==> src/rtl/traffic_light_monitor.sv <==
// traffic_light_monitor: decodes the NS/EW light pair into a phase, checks order and dwell, counts cycles
// and keeps sticky error flags for the intersection watchdog.
module traffic_light_monitor #(
  parameter int GREEN_CYCLES  = 11,
  parameter int YELLOW_CYCLES = 4,
  parameter int DWELL_W       = 8,
  parameter int CNT_W         = 16
) (
  input  logic               clk,
  input  logic               reset,
  input  logic [1:0]         ns_light,
  input  logic [1:0]         ew_light,
  input  logic               clr_err,
  output logic [1:0]         phase,
  output logic               locked,
  output logic [DWELL_W-1:0] dwell,
  output logic [CNT_W-1:0]   cycle_count,
  output logic               err_conflict,
  output logic               err_code,
  output logic               err_seq,
  output logic               err_timing,
  output logic               err_strobe
);
  typedef enum logic {ACQUIRE, TRACK} state_t;
  state_t state, state_nx;
  logic partial, partial_nx, conflict, legal, bad_code, tracking, same, succ;
  logic set_seq, set_tim, wrap;
  logic [1:0] q, phase_nx;
  logic [DWELL_W-1:0] exp_dw, dwell_nx;
  always_comb begin
    conflict = (ns_light != 2'b00) && (ew_light != 2'b00);
    legal    = {ns_light, ew_light} inside {4'b1000, 4'b0100, 4'b0010, 4'b0001};
    bad_code = !conflict && !legal;
    q        = ns_light == 2'b10 ? 2'd0 : ns_light == 2'b01 ? 2'd1 : ew_light == 2'b10 ? 2'd2 : 2'd3;
    exp_dw   = phase[0] ? DWELL_W'(YELLOW_CYCLES) : DWELL_W'(GREEN_CYCLES);
    tracking = state == TRACK && legal;
    same     = q == phase;
    succ     = q == phase + 2'd1;
    set_seq  = tracking && !same && !succ;
    // Partial phases were entered mid-dwell, so their length says nothing about the controller.
    set_tim  = tracking && !partial && (same ? dwell == exp_dw : succ && dwell < exp_dw);
    wrap     = tracking && succ && phase == 2'd3;
  end
  always_comb state_nx = legal ? TRACK : ACQUIRE;
  always_comb begin
    phase_nx   = legal ? q : phase;
    dwell_nx   = !legal ? '0 : (tracking && same) ? (&dwell ? dwell : dwell + DWELL_W'(1)) : DWELL_W'(1);
    partial_nx = !legal ? partial : (tracking && !set_seq) ? (same && partial) : 1'b1;
  end
  always_ff @(posedge clk or posedge reset)
    if (reset) state <= ACQUIRE;
    else state <= state_nx;
  always_ff @(posedge clk or posedge reset)
    if (reset) begin
      phase        <= '0;
      locked       <= 1'b0;
      dwell        <= '0;
      partial      <= 1'b0;
      cycle_count  <= '0;
      err_conflict <= 1'b0;
      err_code     <= 1'b0;
      err_seq      <= 1'b0;
      err_timing   <= 1'b0;
      err_strobe   <= 1'b0;
    end else begin
      phase        <= phase_nx;
      locked       <= legal;
      dwell        <= dwell_nx;
      partial      <= partial_nx;
      cycle_count  <= wrap ? cycle_count + CNT_W'(1) : cycle_count;
      err_conflict <= conflict | (err_conflict & ~clr_err);
      err_code     <= bad_code | (err_code & ~clr_err);
      err_seq      <= set_seq | (err_seq & ~clr_err);
      err_timing   <= set_tim | (err_timing & ~clr_err);
      err_strobe   <= conflict | bad_code | set_seq | set_tim;
    end
endmodule

==> config.mk <==
export PLATFORM = sky130hd
export DESIGN_NAME = traffic_light_monitor
export DESIGN_NICKNAME = d
export VERILOG_FILES = /design/src/rtl/traffic_light_monitor.sv
export SDC_FILE = /design/constraint.sdc
export NUM_CORES = 1
export LEC_CHECK = 0
export ABC_AREA = 0
export BUFFER_PORTS_ARGS = -buffer_cell sky130_fd_sc_hd__buf_4
export CORE_ASPECT_RATIO = 0.7
export CORE_MARGIN = 10
export CORE_UTILIZATION = 50
export CTS_CLUSTER_DIAMETER = 150
export CTS_CLUSTER_SIZE = 12
export DETAILED_ROUTE_END_ITERATION = 12
export PLACE_DENSITY = 0.76
export SLEW_MARGIN = 10
export SYNTH_ARGS = -nofsm -noshare
export SYNTH_HDL_FRONTEND = slang
export SYNTH_SLANG_ARGS = --single-unit
==> constraint.sdc <==
create_clock -name clk -period 2.1 [get_ports clk]
set_clock_uncertainty 0.1 [all_clocks]
set_input_delay 0.315 -clock clk [delete_from_list [all_inputs] [get_ports clk]]
set_output_delay 0.315 -clock clk [all_outputs]
set_load 0.005 [all_outputs]
=== After elaboration in Yosys (flattened, before gate mapping) ===
Cells that the tools add are included.
Widths: inputs -> output; s select.

* Add/subtract/negate cells: 3
* $mul: 0
* Div/mod/pow operators: 0
* Magnitude comparators: 1
* Eq/ne operators: 12
* Shift-type cells: 0
* Mux-type cells: 10
* Bitwise logic cells: 12
* Reductions and logical operators: 23

{| class="wikitable"
|+ Operators with widths
! cell !! count
|-
| $mux 8 || 3
|-
| $add 16x1->16 const B || 1
|-
| $logic_and 1x1->1 || 13
|-
| $add 8x1->8 const B || 1
|-
| $eq 8x4->1 || 1
|-
| $lt 8x4->1 || 1
|-
| $reduce_and 8->1 || 1
|-
| $or 1x1->1 || 7
|-
| $eq 2x2->1 const B || 3
|-
| $logic_not 1->1 || 6
|-
| $and 1x1->1 || 4
|-
| $eq 2x2->1 || 2
|-
| $eq 4x1->1 const B || 1
|-
| $eq 4x2->1 const B || 1
|-
| $eq 4x3->1 const B || 1
|-
| $eq 4x4->1 const B || 1
|-
| $mux 1 || 4
|-
| $mux 2 || 2
|-
| $mux 4 || 1
|-
| $reduce_bool 2->1 || 2
|-
| $reduce_bool 4->1 || 1
|-
| $ne 3x3->1 const B || 1
|-
| $add 2x1->2 const B || 1
|-
| $eq 2x1->1 const B || 1
|-
| $not 1->1 || 1
|}

* Register bits: 34
* Latch bits: 0
* RAM bits: 0
* Bits in read-only memories: 0
* Input port bits: 7
* Output and inout bits: 32
* Logic and storage cells: 72
* Memories: 0

=== Depth between registers and ports, before layout ===
* Depth in word-level cells: 11
* Mapped depth: 8
* Mapped depth without buffers: 7

=== Worst setup path after synthesis ===
OpenSTA, ideal clock, no wires.

* Path type: input to register
* Start point: input port ns_light[0]
* End point: register cycle_count[10]
* Arrival time: 1.846 ns
* Path slack: 0.074 ns
* Stages: 8
* Path buffers: 1
* Cell sequence: inv_1 -> ha_1 -> or2_2 -> o211ai_2 -> nand4_4 -> buf_6 -> nor3_1 -> xnor2_1

* Word-level cells in the longest chain between the ends: 6
* Elaborated cells between the ends (all ways): 13

{| class="wikitable"
|+ Ends and longest elaborated chain
! item !! line !! text
|-
| start, declared || 11 || <nowiki>input logic [1:0] ns_light,</nowiki>
|-
| $eq 2x1->1 || 34 || <nowiki>q = ns_light == 2'b10 ? 2'd0 : ns_light == 2'b01 ? 2'd1 : ew_light == 2'b10 ? 2'd2 : 2'd3;</nowiki>
|-
| $mux 2 (2 in a row) || 34 ||
|-
| $eq 2x2->1 || 38 || <nowiki>succ = q == phase + 2'd1;</nowiki>
|-
| $logic_and 1x1->1 * (2 in a row) || 42 || <nowiki>wrap = tracking && succ && phase == 2'd3;</nowiki>
|-
| end signal, assigned || 70 || <nowiki>cycle_count <= wrap ? cycle_count + CNT_W'(1) : cycle_count;</nowiki>
|-
| end, declared || 17 || <nowiki>output logic [CNT_W-1:0] cycle_count,</nowiki>
|}

Mark *: on every way between the ends. The rest lies on a longest branch, timed or not.
A chain may end at the register's enable or synchronous reset.

=== Worst setup path after layout ===
* Start point: register phase[0]
* End point: register cycle_count[15]

* Word-level cells in the longest chain between the ends: 4
* Elaborated cells between the ends (all ways): 5

{| class="wikitable"
|+ Ends and longest elaborated chain
! item !! line !! text
|-
| start, declared || 14 || <nowiki>output logic [1:0] phase,</nowiki>
|-
| start signal, assigned || 66 || <nowiki>phase <= phase_nx;</nowiki>
|-
| $add 2x1->2 || 38 ||
|-
| $eq 2x2->1 || 38 ||
|-
| $logic_and 1x1->1 || 42 ||
|-
| $logic_and 1x1->1 * || 42 ||
|}

Marked as above.

==> impl_metrics.env <==
export IMPL_synth_ff_latch_count=33
export IMPL_slew_violations=0
export IMPL_crit_reg2reg_launch="phase[0]"
export IMPL_remaining_drc_errors=0
export IMPL_synth_top_cell_by_area="sky130_fd_sc_hd__dfrtp_1"
export IMPL_syn_instance_count=183
export IMPL_cts_max_level=2
export IMPL_maximum_number_of_pins_on_one_net_before_global_route_repair=34
export IMPL_timing_critical_path_required_ps=2220
export IMPL_avgViaCountPerCell=5.22
export IMPL_static_leakage_power_nw=1.18
export IMPL_arrival_ps=2090
export IMPL_track_usage_pct=13.8
export IMPL_grt_antenna_before_repair=0
export IMPL_cts_tree="done"
export IMPL_cts_num_sinks=33
export IMPL_instances_no_fill=290
export IMPL_wl_met1_um=2100
export IMPL_die_width_um=92.6
export IMPL_async_flop_share_pct=100
export IMPL_reg2reg_slack_ps=120
export IMPL_route_met2_wl_um=1850
export IMPL_synthDistinctLibCells=39
export IMPL_number_of_buffers_on_the_longest_clock_path=2
export IMPL_fin_setup_tns_ps=0
export IMPL_clock_insertion_delay_worst_skew_ps=290
export IMPL_crit_reg2reg_capture="cycle_count[15]"
export IMPL_top_layer_used="met4"
export IMPL_unrepaired_setup_endpoints_after_global_routing="false"
export IMPL_maxClockFrequency_mhz=506
export IMPL_firstDrtPassIters=4
export IMPL_synthFlopType="sky130_fd_sc_hd__dfrtp_1"
export IMPL_wl_um=4350
export IMPL_placedCellCount=284
export IMPL_hold_buffers=0
export IMPL_finalCriticalPeriod_ps=1980
export IMPL_grt_overflow=0
export IMPL_hold_ws_ps=12.7
export IMPL_post_route_cells_drive_above_1_share_pct=30.0
export IMPL_fp_row_count=18
export IMPL_final_hold_violation_count=0
export IMPL_num_fill_cells=286
export IMPL_worst_r2r_path_depth=6
export IMPL_layout_worst_path_cycle_share_pct=94.1
export IMPL_met3_routed_wl_um=347
export IMPL_fp_coreArea_um2=3540
export IMPL_path_clk_slew_ps=60
export IMPL_routabilityCongestion=0.836
export IMPL_pwr_density_cell_nw_per_um2=636
export IMPL_startpoint_type="flop"
export IMPL_stdcell_area_um2=2360
export IMPL_total_switching_power_mw=0.436
export IMPL_internal_power_mw=1.07
export IMPL_wirelength_per_cell_um=15.0
export IMPL_synthToLayoutAreaGrowth_pct=27.9
export IMPL_setup_worst_path_end_class="flop"
export IMPL_max_slew_margin_pct=73.0
export IMPL_post_dp_hpwl_um=3370
export IMPL_cts_repair_resize_count=0
export IMPL_synth_area_top_cells="sky130_fd_sc_hd__dfrtp_1, sky130_fd_sc_hd__ha_1, sky130_fd_sc_hd__xor2_1, sky130_fd_sc_hd__inv_1, sky130_fd_sc_hd__nor2_1"
export IMPL_seq_power_share_pct=48.1
export IMPL_antenna_left=0
export IMPL_worst_slew_pin_transition_ps=405
export IMPL_worst_hold_path_type="in -> async"
export IMPL_synth_yosys_warnings=0
export IMPL_post_synth_edffs=0
export IMPL_synth_area_um2=1850
export IMPL_path_max_fanout=5
export IMPL_timing_final_setup_violations=0
export IMPL_post_synth_cell_area_avg_um2=10.1
export IMPL_postSynthNetCount=200
export IMPL_yosysSeqAreaShare_pct=44.7
export IMPL_combinational_power_share_pct=22.7
export IMPL_place_port_buffers=38
export IMPL_cts_setup_buffers=0
export IMPL_global_route_wire_length_before_repair_um=7390
export IMPL_worst_ir_drop_vdd_mv=0.370
export IMPL_clock_tree_root_cell="sky130_fd_sc_hd__clkbuf_8"
export IMPL_drt_iter0_markers=86
export IMPL_cts_inserted_buffers=5
export IMPL_die_area_um2=6560
export IMPL_p_sw_share_pct=29.1
export IMPL_initial_core_util_pct=52.2
export IMPL_top_level_ports=39
export IMPL_clock_power_share_pct=29.2
export IMPL_outcome="completed"
export IMPL_cap_violations=0
export IMPL_antenna_cells=0
export IMPL_fin_nets=258
export IMPL_first_global_vias=1475
export IMPL_routed_via_count=1513
export IMPL_timing_worst_setup_path_type="reg -> reg"
export IMPL_die_height_um=70.8
export IMPL_place_area_um2=2290
export IMPL_layout_core_utilization_pct=66.8
export IMPL_post_synth_top_area_fraction_pct=44.7
worst max path at each step:
stage | start | endpoint | slack, ps | depth (start not counted)
after floorplan | ns_light[0] | cycle_count[10] | 70 | 8
after global placement | ns_light[0] | cycle_count[15] | -160 | 9
after detailed placement | ns_light[1] | cycle_count[13] | -170 | 9
after CTS | phase[0] | cycle_count[15] | 120 | 6
after global routing | phase[1] | cycle_count[13] | 4 | 6
final | phase[0] | cycle_count[15] | 120 | 6
through the flow:
stage	power, mW	setup WS, ps
finish	1.50	123
global route	1.59	3.84
CTS	1.51	123
detailed placement	1.08	-167
global placement	1.07	-158
floorplan	0.920	74.3
layer usage:
| layer | vias up | global-route usage [%] |
|---|---|---|
| met2 | 42 | 18.2 |
| met1 | 716 | 19.3 |
| met4 | 0 | 4.61 |
| met3 | 6 | 6.22 |
| li1 | 749 | - |
| met5 | - | 0 |
cell usage in the layout (no fill, tap or decap), types with 5 or more instances in the layout:
cell                        n
sky130_fd_sc_hd__a21oi_1    5
sky130_fd_sc_hd__buf_4     54
sky130_fd_sc_hd__clkbuf_8   5
sky130_fd_sc_hd__dfrtp_1   33
sky130_fd_sc_hd__ha_1      10
sky130_fd_sc_hd__inv_1     20
sky130_fd_sc_hd__nand2_1   10
sky130_fd_sc_hd__nand3_1    7
sky130_fd_sc_hd__nor2_1    18
sky130_fd_sc_hd__nor3_1    11
sky130_fd_sc_hd__xnor2_1    7
sky130_fd_sc_hd__xor2_1    12
critical path, cell delays in order (launching register included):
cell	delay [ps]
sky130_fd_sc_hd__dfrtp_1	440
sky130_fd_sc_hd__ha_1	320
sky130_fd_sc_hd__xor2_1	270
sky130_fd_sc_hd__nand4_4	160
sky130_fd_sc_hd__nor4_1	320
sky130_fd_sc_hd__buf_4	170
sky130_fd_sc_hd__xor2_1	130
area by class of cell:
type                       instances  area, µm²  area share (%)
inverter                          20       75.1            3.18
clock buffer                       5       68.8            2.91
multi-input combinational        127        918            38.9
tap                               50       62.6            2.65
clock inverter                     1       5.00           0.212
sequential                        33        826            35.0
timing repair buffer              54        405            17.2
state kept, by name, summed over array words and instances (netlist names):
register,flops
err_seq,1
err_timing,1
locked,1
partial,1
phase,2
cycle_count,16
err_strobe,1
err_code,1
err_conflict,1
dwell,8
synthesized netlist by cell type, types with 4 or more instances:
library cell              instances
sky130_fd_sc_hd__ha_1            10
sky130_fd_sc_hd__inv_1           20
sky130_fd_sc_hd__nor3_1          11
sky130_fd_sc_hd__nand3_1          7
sky130_fd_sc_hd__xnor2_1          7
sky130_fd_sc_hd__nor2_1          18
sky130_fd_sc_hd__dfrtp_1         33
sky130_fd_sc_hd__a21oi_1          5
sky130_fd_sc_hd__nand2_1         10
sky130_fd_sc_hd__xor2_1          12
sky130_fd_sc_hd__nand4_1          4
sky130_fd_sc_hd__o22ai_1          4
cell families (layout without fill, tap and decap cells):
kind of cell,Yosys count,in the layout,synth area share [%]
adder cells (fa/ha/maj),10,10,6.78
multiplexers,4,4,2.24
XOR/XNOR,19,19,9.02
AND/OR/NAND/NOR,69,69,20.9
AO/OA/AOI/OAI,25,25,10.8
flip-flops,33,33,44.7
buffers and inverters,23,80,5.49
power groups by stage:
stage / Combinational (mW) / Clock [mW] / Sequential [mW]
final: 0.341 / 0.439 / 0.722
after floorplan: 0.190 / 0 / 0.730
after CTS: 0.345 / 0.446 / 0.722
after detailed placement: 0.343 / 0 / 0.732
after global routing: 0.384 / 0.476 / 0.732
after global placement: 0.333 / 0 / 0.732
No activity file was read; power rests on OpenSTA's default activity.
